`config.mk`:
```
export PLATFORM = sky130hd
export DESIGN_NAME = bus_drvr_fifo_if
export DESIGN_NICKNAME = d
export VERILOG_FILES = /design/src/rtl/bus_drvr_fifo_if.sv
export SDC_FILE = /design/constraint.sdc
export NUM_CORES = 1
export LEC_CHECK = 0
export ABC_AREA = 1
export BUFFER_PORTS_ARGS = -buffer_cell sky130_fd_sc_hd__buf_2
export CORE_MARGIN = 10
export CORE_UTILIZATION = 35
export CTS_CLUSTER_SIZE = 25
export DETAILED_ROUTE_END_ITERATION = 16
export GPL_TIMING_DRIVEN = 0
export HOLD_SLACK_MARGIN = 0.05
export PLACE_DENSITY = 0.55
export SETUP_SLACK_MARGIN = 0.05
export SLEW_MARGIN = 25
export SYNTH_ARGS = -nofsm -noshare
export SYNTH_HDL_FRONTEND = slang
export SYNTH_SLANG_ARGS = --single-unit
export TNS_END_PERCENT = 10
```
`constraint.sdc`:
```
create_clock -name clk -period 3.85 [get_ports clk]
set_input_delay 0 -clock clk [delete_from_list [all_inputs] [get_ports clk]]
set_output_delay 0 -clock clk [all_outputs]
set_load 0.03 [all_outputs]
```
`src/rtl/bus_drvr_fifo_if.sv`:
```
// Bus driver FIFO interface: a TX FIFO carries words from the PE onto the bus,
// and an RX FIFO carries words from the bus to the PE. The two FIFOs are
// independent circular buffers. Both head words are first-word-fall-through.
//
// Handshake semantics:
//   TX write  : accepted when pe_wr_en && (!pe_wr_full || pop).
//   TX pop    : accepted when pop && pndng.
//   RX push   : accepted when push && (!full || pe_rd_en && pe_rd_valid).
//               The bus has no back-pressure, so a push that is refused is
//               dropped and sets rx_overflow.
//   RX read   : accepted when pe_rd_en && pe_rd_valid.
// Every status output is derived from registers only, so no input has a
// combinational path to any output.
module bus_drvr_fifo_if #(
  parameter int bits  = 32,
  parameter int depth = 16,
  parameter int cw    = $clog2(depth) + 1
) (
  input  logic            clk,
  input  logic            reset,
  // PE side of TX
  input  logic            pe_wr_en,
  input  logic [bits-1:0] pe_wr_data,
  output logic            pe_wr_full,
  // Bus side of TX
  output logic            pndng,
  output logic [bits-1:0] D_pop,
  input  logic            pop,
  // Bus side of RX
  input  logic            push,
  input  logic [bits-1:0] D_push,
  // PE side of RX
  input  logic            pe_rd_en,
  output logic [bits-1:0] pe_rd_data,
  output logic            pe_rd_valid,
  // Status
  output logic            rx_overflow,
  output logic            tx_underrun,
  output logic [cw-1:0]   tx_count,
  output logic [cw-1:0]   rx_count
);

  localparam int aw = $clog2(depth);
  localparam logic [cw-1:0] full_cnt = cw'(depth);

  logic [bits-1:0] tx_mem [depth];
  logic [bits-1:0] rx_mem [depth];

  logic [aw-1:0] tx_wr_ptr, tx_rd_ptr;
  logic [aw-1:0] rx_wr_ptr, rx_rd_ptr;

  logic tx_wr_acc, tx_pop_acc;
  logic rx_push_acc, rx_rd_acc;
  logic rx_full;

  // Status flags come straight from the occupancy counters.
  assign pe_wr_full  = (tx_count == full_cnt);
  assign pndng       = (tx_count != '0);
  assign rx_full     = (rx_count == full_cnt);
  assign pe_rd_valid = (rx_count != '0);

  // Head words are read from storage at the read pointer. They are
  // undefined while the FIFO is empty.
  assign D_pop      = tx_mem[tx_rd_ptr];
  assign pe_rd_data = rx_mem[rx_rd_ptr];

  // Acceptance terms. A pop or read on a full FIFO frees the slot being
  // written in the same cycle, so the write or push may proceed.
  assign tx_pop_acc  = pop && pndng;
  assign tx_wr_acc   = pe_wr_en && (!pe_wr_full || pop);
  assign rx_rd_acc   = pe_rd_en && pe_rd_valid;
  assign rx_push_acc = push && (!rx_full || rx_rd_acc);

  // TX storage write. The storage is not reset; only the pointers define
  // which entries are valid.
  always_ff @(posedge clk) begin
    if (!reset && tx_wr_acc) tx_mem[tx_wr_ptr] <= pe_wr_data;
  end

  // RX storage write. The storage is not reset.
  always_ff @(posedge clk) begin
    if (!reset && rx_push_acc) rx_mem[rx_wr_ptr] <= D_push;
  end

  // TX pointers, occupancy and the sticky underrun flag.
  // The pointers wrap naturally because depth is a power of two.
  always_ff @(posedge clk) begin
    if (reset) begin
      tx_wr_ptr   <= '0;
      tx_rd_ptr   <= '0;
      tx_count    <= '0;
      tx_underrun <= 1'b0;
    end else begin
      if (tx_wr_acc)  tx_wr_ptr <= tx_wr_ptr + 1'b1;
      if (tx_pop_acc) tx_rd_ptr <= tx_rd_ptr + 1'b1;
      if (tx_wr_acc && !tx_pop_acc)      tx_count <= tx_count + 1'b1;
      else if (!tx_wr_acc && tx_pop_acc) tx_count <= tx_count - 1'b1;
      if (pop && !pndng) tx_underrun <= 1'b1;
    end
  end

  // RX pointers, occupancy and the sticky overflow flag.
  always_ff @(posedge clk) begin
    if (reset) begin
      rx_wr_ptr   <= '0;
      rx_rd_ptr   <= '0;
      rx_count    <= '0;
      rx_overflow <= 1'b0;
    end else begin
      if (rx_push_acc) rx_wr_ptr <= rx_wr_ptr + 1'b1;
      if (rx_rd_acc)   rx_rd_ptr <= rx_rd_ptr + 1'b1;
      if (rx_push_acc && !rx_rd_acc)      rx_count <= rx_count + 1'b1;
      else if (!rx_push_acc && rx_rd_acc) rx_count <= rx_count - 1'b1;
      if (push && !rx_push_acc) rx_overflow <= 1'b1;
    end
  end

endmodule

```
==> results.toml, run 1 <==
[outcome]
status = "complete, no violations"

[sta]
fin_skew_ns = 0.02056
rsz0062_at_grt = "false"
timing.final.ws_setup_ns = 0.7042
max_freq_mhz = 317.9
slew_headroom_pct = 28.23
drv_slew = 0
period_minus_slack_ns = 3.146
tightest_slew_ns = 1.077
setup_viol = 0
hold_violations = 0
post-route-period-util_pct = 81.71

[worst_setup_path]
path_class = "reg -> out"
crit_buf_inv = 4
cpMostUsedCell = "clkbuf_1"
arrival_ns = 3.15
cp.required_ns = 3.85
cpLargestDelayFamily = "buffers and inverters"
slowest_delay_ns = 0.72
crit_path_max_fanout = 10
end_kind = "primary output"
cp_slowest_cell = "clkbuf_1"
critPathLaunchType = "flip-flop"
critical_path.cell_chain = "clkbuf_1, inv_1, clkbuf_1, nand3_1, nand2_1, buf_2"

[layout]
utilization_pct = 42.00
drive_gt1_share_pct = 11.98
num-nets-final = 4304
syn2layout_area_growth_pct = 19.01
final_cell_area_um2 = 51990
fill_cells = 11520

[clocking]
cts-root-buf = "clkbuf_16"
cts_tree = "yes"
clkLatencyLatePin_ns = 0.71
post-cts-setup-buffers = 0
clockBufferDepth = 3
cts.htree.levels = 3
clock_sinks = 1060
cts_made_buffers = 111
clk_pin_slew_ns = 0.06

[synthesis]
ys.flop_type = "edfxtp_1"
synthTopCellsByCount = "nand2_1 (1124), edfxtp_1 (1024), nand3_1 (462), nor2_1 (398), inv_1 (255)"
syn_area_per_cell_um2 = 11.40
ys_seq_elements = 1060
synth_edf_count = 1024
post_synth_num_cell_types = 24
yosys.area.top_type = "edfxtp_1"
synth-async-reset-ratio_pct = 0
synth_area_um2 = 43680
ys_warn_count = 0
synth_cells = 3833
synth_most_common_cell = "nand2_1"
synthTopCellsByArea = "edfxtp_1 (70%), nand2_1 (9.7%), nand3_1 (5.3%), nor2_1 (3.4%), inv_1 (2.2%)"
yosysSeqAreaShare_pct = 72.04
yosysTopAreaCellShare_pct = 70.39
synth_nets = 3923

[power_and_ir_drop]
pwr-share-comb_pct = 27.4
clockPowerShare_pct = 31.9
leakagePower_nw = 19.62
p_int_w = 0.02091
sequentialPowerShare_pct = 40.7
p_per_area_nw_per_um2 = 613.4
switching_share_pct = 34.43
p_total_w = 0.03189
ir_drop_mv = 0.4218
p_sw_w = 0.01098

[global_route]
track_usage_pct = 18.74
grt_max_degree = 19
globalRouteOverflowTotal = 0
antenna_found_initial = 8
grt_pass1_wl_um = 195100
grt_pass1_vias = 28490

[die]
io_pins = 149
die_h_um = 373.3
start_util_pct = 35.29
die_x_um = 373.3
core_area_um2 = 123800
design.die.area_um2 = 139300
rows = 129

[placed_design]
place_congestion = 0.8086
io_buffers = 148
pre_cts_slack_ns = 1.094
placed_cell_area_um2 = 47860
dp_hpwl_um = 90310

[detailed_routing]
firstDrtPassIters = 6
dr_total_vias = 29920
via_per_inst = 5.033
drt-total-wl_um = 134400
final_antenna_net_count = 0
wl_per_cell_um = 22.61
drc_errors = 0
drtIter0Drc = 3449

[min_path]
holdCritPathClass = "in -> reg"

[job]
maxCapViolCount = 0
[power groups by stage]
| stage | Sequential [W] | Combinational, W | Clock, W |
|---|---|---|---|
| 6_report | 0.0130 | 0.00873 | 0.0102 |
| 5_1_grt | 0.0130 | 0.00948 | 0.0108 |
| 4_1_cts | 0.0130 | 0.00874 | 0.0103 |
| 3_5_place_dp | 0.0132 | 0.00863 | 0 |
| 3_3_place_gp | 0.0132 | 0.00852 | 0 |
| 2_1_floorplan | 0.0133 | 0.00513 | 0 |
[worst paths after layout]
| path | start | cells after the start | slack [ns] | to |
|---|---|---|---|---|
| min | reset | 5 | 0.15 | rx_count[0]$_SDFFE_PP0P_ |
| max reg2reg | tx_count[0]$_SDFFE_PP0P_ | 7 | 1.07 | tx_mem[0][22]$_DFFE_PP_ |
| min reg2reg | tx_underrun$_SDFFE_PP0P_ | 2 | 0.48 | tx_underrun$_SDFFE_PP0P_ |
| max | flip-flop | 6 | 0.70 | D_pop[11] |
[cells in the final DEF, fill, tap and decap left out, drive strengths merged]
cell and instances:
a21oi 14, buf 367, bufinv 5, clkbuf 179
clkinv 49, clkinvlp 6, dfxtp 36, diode 1
dlygate4sd3 73, edfxtp 1024, fa 2, ha 18
inv 267, nand2 1124, nand3 462, nand3b 1
nand4 4, nor2 398, o211ai 96, o21ai 171
or2 2, xnor2 2, xor2 8
[worst register-to-register path, cell delays in order, from the launching register on]
cell and delay (ns):
dfxtp_1 0.46, nor2_1 0.12, nand4_1 0.25, nand2_1 0.17
nor2_1 0.19, nand2_1 0.29, nor2_4 0.69, buf_12 0.26
[metal layers]
layer | wire length (um) | track usage (%) | share of wire (%)
met1 | 60830 | 27.52 | 45
met3 | 11590 | 3.099 | 8.6
met4 | 2566 | 5.014 | 1.9
met5 | 68 | 0 | 0.051
met2 | 59350 | 28.54 | 44
[cells by family after synthesis]
group           synth area share, %
compound gates                3.769
xor+xnor                     0.2005
fa+ha+maj                    0.6072
buf+inv                       4.909
flops                         72.04
simple gates                  18.47
[registers in the layout (all words and copies together) (netlist names), named ones only]
register,cells
rx_wr_ptr,4
rx_overflow,1
tx_count,5
rx_count,5
rx_rd_ptr,4
tx_underrun,1
tx_mem,512
rx_mem,512
tx_rd_ptr,4
tx_wr_ptr,4
[layout make-up]
type / count / area, um2 / share of cell area (%)
clock inverters: 66 / 460.4 / 0.8856
plain buffers: 210 / 1156 / 2.224
diodes: 1 / 2.502 / 0.004813
repair buffers: 268 / 2620 / 5.039
multi-input cells: 2302 / 10310 / 19.83
well taps: 1637 / 2048 / 3.940
inverters: 261 / 989.7 / 1.904
clock buffers: 141 / 2933 / 5.641
flip-flops and latches: 1060 / 31470 / 60.53
[metrics by stage]
stage | std cells | hold WS [ns] | TNS, ns
6_report | 5946 | 0.1520 | 0
5_1_grt | 5945 | 0.2128 | 0
4_1_cts | 5945 | 0.1126 | 0
3_5_place_dp | 5665 | 0.3035 | 0
3_3_place_gp | 5618 | 0.2933 | -753.04
2_1_floorplan | 3833 | 0.09887 | 0
[timing repair]
item                       CTS  global route
gates resized for setup      0             0
hold endpoints to repair  1060             0
hold buffers                73             0
Power figures use the tool's default switching activity.
==> run 2, diff against run 1 <==
--- a/config.mk
+++ b/config.mk
@@ -5,7 +5,7 @@
 export SDC_FILE = /design/constraint.sdc
 export NUM_CORES = 1
 export LEC_CHECK = 0
-export ABC_AREA = 1
+export ABC_AREA = 0
 export BUFFER_PORTS_ARGS = -buffer_cell sky130_fd_sc_hd__buf_2
 export CORE_MARGIN = 10
 export CORE_UTILIZATION = 35
@@ -13,7 +13,7 @@
 export DETAILED_ROUTE_END_ITERATION = 16
 export GPL_TIMING_DRIVEN = 0
 export HOLD_SLACK_MARGIN = 0.05
-export PLACE_DENSITY = 0.55
+export PLACE_DENSITY = 0.57
 export SETUP_SLACK_MARGIN = 0.05
 export SLEW_MARGIN = 25
 export SYNTH_ARGS = -nofsm -noshare
==> constraint.sdc (replaced) <==
create_clock -name clk -period 2.8 [get_ports clk]
set_input_delay 0 -clock clk [delete_from_list [all_inputs] [get_ports clk]]
set_output_delay 0 -clock clk [all_outputs]
set_load 0.03 [all_outputs]
==> run 2 against run 1 <==
Against the previous run: critical path depth is 5 higher; combinational power up 13%; routed wire length is 29% lower; cell count down 36%; hold slack improved by 0.079 ns; cell area fell by 6.8%; synthesized cell count decreased by 53%; die area fell by 7.6%; clock skew rose by 0.018 ns; non-clock buffer count down 106; critical path type is now reg -> reg; largest cell class unchanged.
==> results.toml, run 2 <==
[die]
core_area_um2 = 114200
die_h_um = 358.7
start_util_pct = 35.17
design.die.area_um2 = 128700
die_x_um = 358.7
io_pins = 149
rows = 124

[sta]
setup_viol = 0
max_freq_mhz = 374.4
slew_headroom_pct = 52.25
fin_skew_ns = 0.03835
tightest_slew_ns = 0.7162
drv_slew = 0
hold_violations = 0
rsz0062_at_grt = "true"
period_minus_slack_ns = 2.671
post-route-period-util_pct = 95.40

[worst_setup_path]
cpLargestDelayFamily = "simple AND/OR/NAND/NOR gates"
ff2ff_setup_slack_ns = 0.13
critical_path.cell_chain = "or4_4, buf_8, o21ai_4, ha_4, inv_4, buf_4, ha_1, a21o_1, a21oi_2, or4_1, o211ai_1"
cp.required_ns = 3.38
end_kind = "flip-flop"
crit_buf_inv = 3
crit_path_max_fanout = 8
arrival_ns = 3.25
cp_slowest_cell = "or4_4"
path_class = "reg -> reg"
critPathLaunchType = "flip-flop"
slowest_delay_ns = 0.54

[synthesis]
synthTopCellsByArea = "edfxtp_1 (77%), mux4_2 (14%), a22oi_1 (2.4%), dfxtp_1 (1.8%), nand2_1 (0.67%)"
post_synth_num_cell_types = 43
yosys.area.top_type = "edfxtp_1"
ys.flop_type = "edfxtp_1"
ys_seq_elements = 1060
synthTopCellsByCount = "edfxtp_1 (1024), mux4_2 (256), a22oi_1 (128), nand2_1 (72), clkbuf_1 (62)"
yosysSeqAreaShare_pct = 78.36
synth_cells = 1795
synth_nets = 1885
synth_edf_count = 1024
syn_area_per_cell_um2 = 22.37
yosysTopAreaCellShare_pct = 76.57
synth_most_common_cell = "edfxtp_1"
synth_area_um2 = 40160
synth-async-reset-ratio_pct = 0
ys_warn_count = 0

[layout]
num-nets-final = 2269
top_regs = "rx_mem x512, tx_mem x512"
drive_gt1_share_pct = 34.71
utilization_pct = 42.41
fill_cells = 9849
final_common_cell = "edfxtp_1"
syn2layout_area_growth_pct = 20.59
most-common-layout-cells = "edfxtp_1 (1024), mux4_2 (256), buf_2 (152)"

[power_and_ir_drop]
p_total_w = 0.04160
leakagePower_nw = 15.44
p_per_area_nw_per_um2 = 859.0
ir_drop_mv = 0.5815

[placed_design]
place_congestion = 0.7295
io_buffers = 148
dp_hpwl_um = 59130

[detailed_routing]
drc_errors = 0
via_per_inst = 5.192
final_antenna_net_count = 0
drt-total-wl_um = 95390
dr_total_vias = 19680
firstDrtPassIters = 7
drtIter0Drc = 1812
wl_per_cell_um = 25.17

[clocking]
cts-root-buf = "clkbuf_16"
clock_sinks = 1060
clkLatencyLatePin_ns = 0.68
clockBufferDepth = 3
cts_tree = "yes"
clk_pin_slew_ns = 0.06
cts_made_buffers = 107
cts.htree.levels = 3

[min_path]
holdCritPathClass = "in -> reg"

[global_route]
grtUsageMet2_pct = 24.52
grt.busiest_layer = "met2"
use_met3_pct = 3.440
grt_max_degree = 33
antenna_found_initial = 10
grt_pass1_wl_um = 139700
grt_use_met1_pct = 19.04
track_usage_pct = 14.68
grt_pass1_vias = 20950
globalRouteOverflowTotal = 0

[job]
maxCapViolCount = 0

[outcome]
status = "complete, no violations"
[run 2: cell types whose count changed after synthesis, moves of 56 or more]
| cell | change |
|---|---|
| o21ai_0 | -129 |
| nand2_1 | -1052 |
| inv_1 | -245 |
| mux4_2 | +256 |
| buf_2 | -56 |
| nor2_1 | -358 |
| a22oi_1 | +128 |
| nand3_1 | -457 |
| o211ai_1 | -90 |
[run 2: what timing repair did]
| action | CTS | global route |
|---|---|---|
| resized for setup | 149 | 55 |
| endpoints found under the hold margin | 1057 | 0 |
| hold buffers | 71 | 0 |
| pin swaps | 3 | 7 |
| setup endpoints to repair | 466 | 43 |
| setup buffers | 1 | 3 |
[run 2: area by class of cell]
class                           instances  area (um2)  share of cell area (%)
Buffer                                 94       758.2                   1.566
Sequential cell                      1060       31480                   65.00
Antenna cell                            8       20.02                 0.04134
Tap cell                             1512        1892                   3.906
Timing Repair Buffer                  278        2097                   4.330
Clock buffer                          126        2791                   5.764
Inverter                               10       42.54                 0.08784
Multi-Input combinational cell        628        8718                   18.00
Clock inverter                         74       629.4                   1.300
[run 2: metrics by stage]
stage / setup TNS (ns) / hold slack [ns] / instance area [um2] / setup slack (ns) / std cells
after global placement: -1254.35 / 0.3535 / 42890 / -2.609 / 3455
final: 0 / 0.2306 / 48430 / 0.1288 / 3790
after global routing: 0 / 0.2183 / 48420 / 0.01980 / 3786
after CTS: -0.04117 / 0.1834 / 48200 / -0.02407 / 3780
after detailed placement: -7.905 / 0.3811 / 43690 / -0.2494 / 3510
after floorplan: -112.37 / 0.09887 / 40250 / -0.4815 / 1795
[run 2: kinds of logic after synthesis]
logic type / synth area share [%]
buf+inv: 1.122
simple gates: 2.038
flops: 78.36
xor+xnor: 0.3053
fa+ha+maj: 0.6605
mux: 14.60
compound gates: 2.913
[run 2: where the power goes]
| part | internal [W] | switching (W) |
|---|---|---|
| Combinational | 0.00444 | 0.00542 |
| Clock | 0.00782 | 0.00603 |
| Sequential | 0.0177 | 0.000202 |
[run 2: layer usage]
| layer | vias to the layer above | routed length, um |
|---|---|---|
| li1 | 8385 | - |
| met1 | 10520 | 39400 |
| met2 | 610 | 47320 |
| met3 | 152 | 6464 |
| met4 | 8 | 2170 |
| met5 | - | 39 |
[run 2: final timing paths]
kind / from / cells past startpoint / end
hold reg to reg: tx_underrun$_SDFFE_PP0P_ / 2 / tx_underrun$_SDFFE_PP0P_
setup reg to reg: tx_count[2]$_SDFFE_PP0P_ / 11 / tx_count[3]$_SDFFE_PP0P_
hold / removal: pe_wr_data[26] / 2 / tx_mem[8][26]$_DFFE_PP_
setup / recovery: tx_count[2]$_SDFFE_PP0P_ / 11 / tx_count[3]$_SDFFE_PP0P_
[run 2: worst register-to-register path: stages, from the launching register on]
cell,delay [ns]
dfxtp_2,0.35
or4_4,0.54
buf_8,0.16
o21ai_4,0.20
ha_4,0.18
inv_4,0.06
buf_4,0.13
ha_1,0.27
a21o_1,0.13
a21oi_2,0.06
or4_1,0.39
o211ai_1,0.11
